<file path="config.mk">
export PLATFORM = sky130hd
export DESIGN_NAME = async_fifo_1clk
export DESIGN_NICKNAME = d
export VERILOG_FILES = /design/src/rtl/async_fifo_1clk.sv
export SDC_FILE = /design/constraint.sdc
export NUM_CORES = 1
export LEC_CHECK = 0
export ABC_AREA = 1
export CORE_UTILIZATION = 55
export CTS_CLUSTER_DIAMETER = 30
export DETAILED_ROUTE_END_ITERATION = 8
export PLACE_DENSITY = 0.76
export SYNTH_ARGS = -nofsm -noshare
export SYNTH_HDL_FRONTEND = slang
export SYNTH_SLANG_ARGS = --single-unit
</file>
<file path="constraint.sdc">
create_clock -name clk -period 2.26 [get_ports clk]
set_input_delay 0.452 -clock clk [delete_from_list [all_inputs] [get_ports clk]]
set_output_delay 0.452 -clock clk [all_outputs]
set_load 0.01 [all_outputs]
</file>
<file path="src/rtl/async_fifo_1clk.sv">
// Single-clock Gray-pointer FIFO with two-flop pointer synchronizers, timed like the dual-clock variant.
// Define ASYNC_FIFO_LEVEL_EN to drive w_level/r_level; otherwise both levels are tied to zero.
module async_fifo_1clk #(
  parameter int WI  = 16,
  parameter int L2D = 4
) (
  input  logic          clk,
  input  logic          reset,
  input  logic [WI-1:0] w_data,
  input  logic          w_strobe,
  output logic          w_full,
  output logic [L2D:0]  w_level,
  output logic [WI-1:0] r_data,
  input  logic          r_strobe,
  output logic          r_empty,
  output logic [L2D:0]  r_level
);

  localparam int D = 1 << L2D;

  logic [WI-1:0] mem [D];
  logic [L2D:0]  wptr, rptr, wptr_inc, rptr_inc;
  logic [L2D:0]  wgray, rgray;
  logic [L2D:0]  wgray_s1, wgray_s2, rgray_s1, rgray_s2;
  logic          w_accept, r_accept;

  function automatic logic [L2D:0] bin2gray(input logic [L2D:0] b);
    return b ^ (b >> 1);
  endfunction

  assign w_accept = w_strobe & ~w_full;
  assign r_accept = r_strobe & ~r_empty;
  assign wptr_inc = wptr + 1'b1;
  assign rptr_inc = rptr + 1'b1;

  always_ff @(posedge clk) begin
    if (reset) begin
      wptr  <= '0;
      wgray <= '0;
    end else if (w_accept) begin
      wptr  <= wptr_inc;
      wgray <= bin2gray(wptr_inc);
    end
  end

  always_ff @(posedge clk) begin
    if (w_accept)
      mem[wptr[L2D-1:0]] <= w_data;
  end

  always_ff @(posedge clk) begin
    if (reset) begin
      rptr  <= '0;
      rgray <= '0;
    end else if (r_accept) begin
      rptr  <= rptr_inc;
      rgray <= bin2gray(rptr_inc);
    end
  end

  // Each Gray pointer crosses to the opposite side through two flops.
  always_ff @(posedge clk) begin
    if (reset) begin
      rgray_s1 <= '0;
      rgray_s2 <= '0;
      wgray_s1 <= '0;
      wgray_s2 <= '0;
    end else begin
      rgray_s1 <= rgray;
      rgray_s2 <= rgray_s1;
      wgray_s1 <= wgray;
      wgray_s2 <= wgray_s1;
    end
  end

  // Full when the Gray pointers differ only in their top two bits (a distance of exactly D).
  assign w_full  = (wgray == {~rgray_s2[L2D:L2D-1], rgray_s2[L2D-2:0]});
  assign r_empty = (rgray == wgray_s2);
  assign r_data  = mem[rptr[L2D-1:0]];

`ifdef ASYNC_FIFO_LEVEL_EN
  function automatic logic [L2D:0] gray2bin(input logic [L2D:0] g);
    logic [L2D:0] b;
    b[L2D] = g[L2D];
    for (int i = L2D - 1; i >= 0; i--)
      b[i] = b[i+1] ^ g[i];
    return b;
  endfunction

  logic [L2D:0] rptr_w, wptr_r;

  assign rptr_w  = gray2bin(rgray_s2);
  assign wptr_r  = gray2bin(wgray_s2);
  assign w_level = wptr - rptr_w;
  assign r_level = wptr_r - rptr;
`else
  assign w_level = '0;
  assign r_level = '0;
`endif

endmodule

</file>
==> results.md, run 1 <==
- Outcome: complete, but fails checks
- Failing checks: setup timing
- Pint: 15.50 mW
- H-tree Lvls: 2
- Vias in the first global route: 8938
- R2R Setup Slk: ~0.36 ns
- Total GRT Usage: approximately 30%
- Max rail drop VDD: 0.6511 mV
- Root buffer cell: clkbuf_16
- DP Area: 13440 µm²
- ANT nets after route: 0
- Worst-case clock skew: 0.02945 ns
- HPWL Detailed: between 15000 and 20000 µm
- FMAX: 389.7 MHz
- Yosys warning count: 0
- Buffers on Ports: 37
- Synth top area share: 62.26%
- DR iter-0 viols: approximately 1100
- Final min period: 2.566 ns
- Critical path start-end classification: flop to output port
- LEAKAGE: 6.218 nW
- Final hold vios: 0
- Synthesized area: 12350 µm²
- Worst R2R Start: rgray_s2[1]
- Setup TNS: -3.855 ns
- Slew HR: 49.99%
- Initial antenna violation count: 0
- Final setup margin: -0.3061 ns
- Async SR Flop Fraction: 0%
- Post-synth EDFFs: 256
- CP Max Fanout: 6
- Share of layout cells above drive strength 1: around a quarter
- Detailed Routing Iterations Pass 1: 6
- Clock share of power: 34.7%
- Required time of the critical path: 1.81 ns
- Power Total: 23.50 mW
- Register area share after synthesis: 69.06%
- Slew Viols, Final: 0
- Pin count of the biggest net entering global routing: 37
- Skew-Pair Late Insertion Delay: 0.57 ns
- Die width: 151.8 µm
- DRT Wirelength: 37280 µm
- Area growth syn-to-layout: 32.73%
- Site Rows: 54
- # clock sinks: approximately 300
- Placed instance count: 1387
- RSZ-0062 raised after global routing: true
- Pwr/cell area: 1434 nW/µm²
- Syn Inst Count: approximately 1100
- Count leader, synth: edfxtp_1
- Net Switching: 7.999 mW
- Synth area leaders: edfxtp_1 (62%), dfxtp_1 (6.8%), inv_1 (5.2%)
- Vias per inst: around 6.1
- Final Setup Violations: 16
- DRC viols: 0
- Nets@finish: 1225
- Global-route wire length before repair: 51260 µm
- Area of the die: 23050 µm²
- Core Region: 21890 µm²
- Clock-pin slew on the worst setup and hold paths: 0.06 ns
- Synthesized area per cell: 11.40 µm²
- Combinational Power Share: 37.8%
- Post-CTS Hold Buffers: 0
- Crit Reg-Reg Endpoint: mem[14][1]
- Final GP Congestion: approximately 0.8
- Worst Path Arrival: 2.11 ns
- Die Ht: 151.8 µm
- Maxcap violations: 0
- Cts bufs inserted: 48
- Layout fillers: between 1000 and 1500
- Final non-filler cell total: 1518
- Ports: 48
- Top FF cell, synth: edfxtp_1
- Top cells by count, synth: edfxtp_1 (256), inv_1 (170), nand2_1 (142), nand3_1 (108), a21oi_1 (72)
- Slew @ Worst Pin: 0.7478 ns
- Starting Density: 56.41%
- #FFs+latches synth: 298
- Remaining global-route overflow: 0
- Routed wire per std cell: 24.56 µm
- CTS tree: yes
- Hold Path Class: flop to flop
- Reg2reg path depth: 8
- Post-synth top area cell: edfxtp_1
- Synth cell types: 25
- Worst setup SP type: flop
- Seq pwr share: 27.4%
- ANT cells: 0
- Final Instance Area: 16390 µm²
- CTS Buffer Depth: 3
- Via count: 9201
- Crit path capture: r_data[3]
- Crit. End Element: output port
- Period utilization: 113.5%
- Switching Share: ~34%
-- power by group through the flow --
stage	Clock [mW]	Sequential (mW)	Combinational, mW
after floorplan	0	6.43	3.70
after global placement	0	6.58	5.63
after detailed placement	0	6.60	5.82
after CTS	8.09	6.45	7.57
after global routing	8.43	6.46	9.28
final	8.16	6.44	8.89
-- worst min-delay path by stage --
stage	start	to	slack, ns	depth (start not counted)
floorplan	rgray_s1[0]	rgray_s2[0]	0.39	2
global placement	rgray_s1[4]	rgray_s2[4]	0.39	2
detailed placement	rgray_s1[0]	rgray_s2[0]	0.39	2
CTS	rgray_s1[2]	rgray_s2[2]	0.40	2
global route	rgray_s1[3]	rgray_s2[3]	0.40	2
finish	rgray_s1[3]	rgray_s2[3]	0.40	2
-- logic make-up after synthesis --
logic type / Yosys count / share of synthesized area (%)
compound gates: 205 / 9.606
xor+xnor: 13 / 0.9221
fa+ha+maj: 5 / 0.5066
buf+inv: 243 / 8.836
flops: 298 / 69.06
other cells: 1 / 0.03037
simple gates: 318 / 11.03
-- metal layers --
| metal | wire (µm) | track usage [%] | vias up |
|---|---|---|---|
| li1 | - | - | 3967 |
| met1 | 12540 | 36.18 | 4371 |
| met2 | 18690 | 49.22 | 700 |
| met3 | 3893 | 6.018 | 163 |
| met4 | 2143 | 15.62 | 0 |
| met5 | 0 | 0 | - |
-- placed cells by master, fill, tap and decap left out, types with 31 or more instances in the layout --
cell	instances
edfxtp_1	256
inv_1	170
nand2_1	126
nand3_1	92
o211ai_1	64
clkbuf_16	55
nor2_1	48
o21ai_1	42
dfxtp_1	39
a21oi_1	36
a21oi_2	31
buf_12	31
-- through the flow --
stage / util, % / hold WS [ns] / worst slack [ns]
floorplan: - / 0.3883 / -0.1631
finish: 74.87 / 0.3964 / -0.3061
CTS: 72.98 / 0.3986 / -0.2166
detailed placement: 61.40 / 0.3939 / -0.02420
global placement: 61.40 / 0.3901 / 0.01551
global route: 74.87 / 0.4047 / -0.3902
-- worst max-delay path: stages, from the launching register on --
cell,delay (ns)
dfxtp_4,0.38
buf_6,0.14
buf_12,0.14
buf_16,0.13
buf_12,0.12
a21oi_2,0.13
o21ai_1,0.08
nand3_1,0.12
nand3_2,0.10
nand2_2,0.11
buf_6,0.11
-- layout make-up --
type / count / area, µm² / share of cell area (%)
Clock buffer: 50 / 1209 / 7.375
Clock inverter: 38 / 579.3 / 3.535
Inverter: 172 / 645.6 / 3.939
Multi-Input combinational cell: 551 / 3197 / 19.51
Sequential cell: 298 / 8537 / 52.09
Tap cell: 280 / 350.3 / 2.138
Timing Repair Buffer: 129 / 1872 / 11.42
-- registers in the layout (all words and copies together), names as in the netlist, named ones only --
register / cells
mem: 256
rgray_s1: 5
rgray_s2: 5
rptr: 5
wgray_s1: 5
wgray_s2: 5
wptr: 5
rgray: 4
wgray: 4
-- repair_timing --
item / 4_1_cts / 5_1_grt
setup endpoints to repair: 18 / 16
pin swaps: 92 / 52
gates cloned: 13 / 7
gates resized for setup: 195 / 52
setup buffers: 16 / 8
No activity file was read; power rests on OpenSTA's default activity.
==> inputs of run 2 (changes only) <==
--- a/config.mk
+++ b/config.mk
@@ -6,10 +6,12 @@
 export NUM_CORES = 1
 export LEC_CHECK = 0
 export ABC_AREA = 1
-export CORE_UTILIZATION = 55
-export CTS_CLUSTER_DIAMETER = 30
+export CELL_PAD_IN_SITES_DETAIL_PLACEMENT = 0
+export CELL_PAD_IN_SITES_GLOBAL_PLACEMENT = 1
+export CORE_UTILIZATION = 44
+export CTS_CLUSTER_DIAMETER = 100
 export DETAILED_ROUTE_END_ITERATION = 8
-export PLACE_DENSITY = 0.76
+export PLACE_DENSITY_LB_ADDON = 0.1
 export SYNTH_ARGS = -nofsm -noshare
 export SYNTH_HDL_FRONTEND = slang
 export SYNTH_SLANG_ARGS = --single-unit
==> results.md, run 2 (synthesized netlist as in run 1, its figures left out) <==
- Outcome: complete, but fails checks
- Failing checks: setup timing
- Final GP Congestion: 0.7690 (-6.0%)
- Final min period: 2.368 ns (-0.1979 ns)
- Critical path start-end classification: flop to output port
- R2R Setup Slk: 0.30 ns (-0.06 ns)
- Pwr/cell area: 1260 nW/µm² (-12%)
- Routed wire per std cell: 19.61 µm (-20%)
- Vias in the first global route: 7462 (-17%)
- Maxcap violations: 0 (unchanged)
- Nets@finish: 1195 (-2.4%)
- Clock-pin slew on the worst setup and hold paths: 0.06 ns (about the same)
- Ports: 48 (unchanged)
- Die width: 169.5 µm (+12%)
- Commonest cells after routing, fill and taps aside: edfxtp_1 (256), inv_1 (170), nand2_1 (126)
- Initial antenna violation count: 1 (+1)
- Die Ht: 169.5 µm (+12%)
- Starting Density: 45.31% (-11 points)
- Setup TNS: -0.8056 ns (+3.049 ns)
- Worst setup SP type: flop
- CTS Buffer Depth: 3 (unchanged)
- Slew Viols, Final: 0 (unchanged)
- Worst Path Arrival: 1.92 ns (-0.19 ns)
- RSZ-0062 raised after global routing: true
- ANT cells: 0 (unchanged)
- DR iter-0 viols: 610 (-46%)
- Worst path most repeated cell: buf_12
- LEAKAGE: 5.739 nW (-7.7%)
- Area growth syn-to-layout: 24.87%
- FMAX: 422.3 MHz (+8.4%)
- Hold Worst Slack: 0.4011 ns (+0.004659 ns)
- Final setup margin: -0.1082 ns (+0.1979 ns)
- Slew @ Worst Pin: 0.6137 ns (-0.1341 ns)
- CTS tree: yes
- Cts bufs inserted: 34 (-29%)
- Power Total: 19.42 mW (-17%)
- Core Region: 27250 µm² (+24%)
- Max reg flops: 256 (unchanged)
- Most common cell after layout, fill and taps aside: edfxtp_1
- Seq pwr share: 33.1% (+5.7 points)
- Vias per inst: 5.109 (-16%)
- Buffers on Ports: 37 (unchanged)
- Register area: 8537 µm² (unchanged)
- DP Area: 13550 µm² (+0.78%)
- Root buffer cell: clkbuf_16
- CP Max Fanout: 6 (unchanged)
- Remaining global-route overflow: 0 (unchanged)
- # clock sinks: 298 (unchanged)
- Final Setup Violations: 12 (-4)
- Pin count of the biggest net entering global routing: 38 (+2.7%)
- Clock share of power: 26.6% (-8.1 points)
- Period utilization: 104.8% (-8.8 points)
- Pint: 12.86 mW (-17%)
- Skew-Pair Late Insertion Delay: 0.50 ns (-0.07 ns)
- Post-CTS Hold Buffers: 0 (unchanged)
- Max rail drop VDD: 0.6456 mV (-0.84%)
- ANT nets after route: 0 (unchanged)
- Layout fillers: 2293 (+92%)
- Final hold vios: 0 (unchanged)
- Slowest CP cell: dfxtp_4
- Area of the die: 28740 µm² (+25%)
- DRC viols: 0 (unchanged)
- Net Switching: 6.562 mW (-18%)
- H-tree Lvls: 2 (unchanged)
- Slowest stage delay, CP: 0.37 ns (about the same)
- HPWL Detailed: 17050 µm (+2.7%)
- Crit. End Element: output port
- CP cell instances: buf_12, buf_12, clkbuf_16, o21ai_0, nand3_1, nand3_2, nand2_4, buf_6
- Global-route wire length before repair: 45770 µm (-11%)
- Combinational Power Share: 40.3% (+2.5 points)
- Share of layout cells above drive strength 1: 18.69% (-4.9 points)
- Required time of the critical path: 1.81 ns (about the same)
- Worst-case clock skew: 0.009941 ns (-0.01951 ns)
- Slew HR: 58.96% (+9.0 points)
- Total GRT Usage: 21.65% (-7.8 points)
- Hold Path Class: flop to flop
- Switching Share: 33.78% (-0.26 points)
- Final Instance Area: 15420 µm² (-5.9%)
- Site Rows: 60 (+11%)
- Multi-input gate area: 3092 µm² (-3.3%)
- DRT Wirelength: 30700 µm (-18%)
- Via count: 7996 (-13%)
- Detailed Routing Iterations Pass 1: 6 (unchanged)
run 2: cell types whose count changed in the layout (fill, tap and decap cells not counted), moves of 6 or more:
cell       previous run  this run
inv_6                 8         1
buf_2                 8         2
a21oi_1              36        44
o21ai_2               8         0
bufinv_16            12         1
clkbuf_16            55        43
run 2: through the flow:
stage | std cells | util, % | worst slack [ns]
2_1_floorplan | 1092 | - | -0.1631
3_3_place_gp | 1481 | 49.71 | 0.04050
3_5_place_dp | 1481 | 49.71 | 0.01735
4_1_cts | 1558 | 55.30 | -0.1050
5_1_grt | 1565 | 56.58 | -0.1876
6_report | 1565 | 56.58 | -0.1082
run 2: worst max-delay path, delay by kind of cell (launching register included):
family / cells / cell delay [ns]
compound gates: 1 / 0.15
simple gates: 3 / 0.33
flops: 1 / 0.37
buf+inv: 4 / 0.55
run 2: final timing paths:
| kind | depth (start not counted) | from | to |
|---|---|---|---|
| hold / removal | 2 | wgray_s1[0] | wgray_s2[0] |
| setup reg to reg | 9 | rgray_s2[1] | mem[3][11] |
| setup / recovery | 8 | flop | r_data[8] |
| hold reg to reg | 2 | wgray_s1[0] | wgray_s2[0] |
run 2: what timing repair did:
| item | 4_1_cts | 5_1_grt |
|---|---|---|
| endpoints found under the hold margin | 0 | 0 |
| pin swaps | 67 | 54 |
| gates resized for setup | 158 | 66 |
| buffers inserted | 9 | 2 |
| gates cloned | 9 | 7 |
| endpoints found under the setup margin | 18 | 16 |
run 2: power groups by stage:
stage / Clock, mW / Sequential (mW) / Combinational (mW)
2_1_floorplan: 0 / 6.43 / 3.70
3_3_place_gp: 0 / 6.53 / 5.91
3_5_place_dp: 0 / 6.53 / 5.93
4_1_cts: 5.27 / 6.43 / 7.05
5_1_grt: 5.49 / 6.46 / 8.43
6_report: 5.17 / 6.43 / 7.82
run 2: routing by layer:
| layer | up-vias | routed length [µm] | track usage (%) |
|---|---|---|---|
| li1 | 3886 | - | - |
| met1 | 3861 | 14750 | 32.03 |
| met2 | 198 | 13900 | 33.48 |
| met3 | 49 | 1488 | 3.288 |
| met4 | 2 | 545 | 5.327 |
| met5 | - | 12 | 0 |
run 2: final cells by class:
class	count	area share, %
clock inverter	13	0.5924
inverter	172	4.187
multi-input combinational	551	20.05
sequential	298	55.37
tap	372	3.019
timing repair buffer	113	10.60
clock buffer	46	6.184
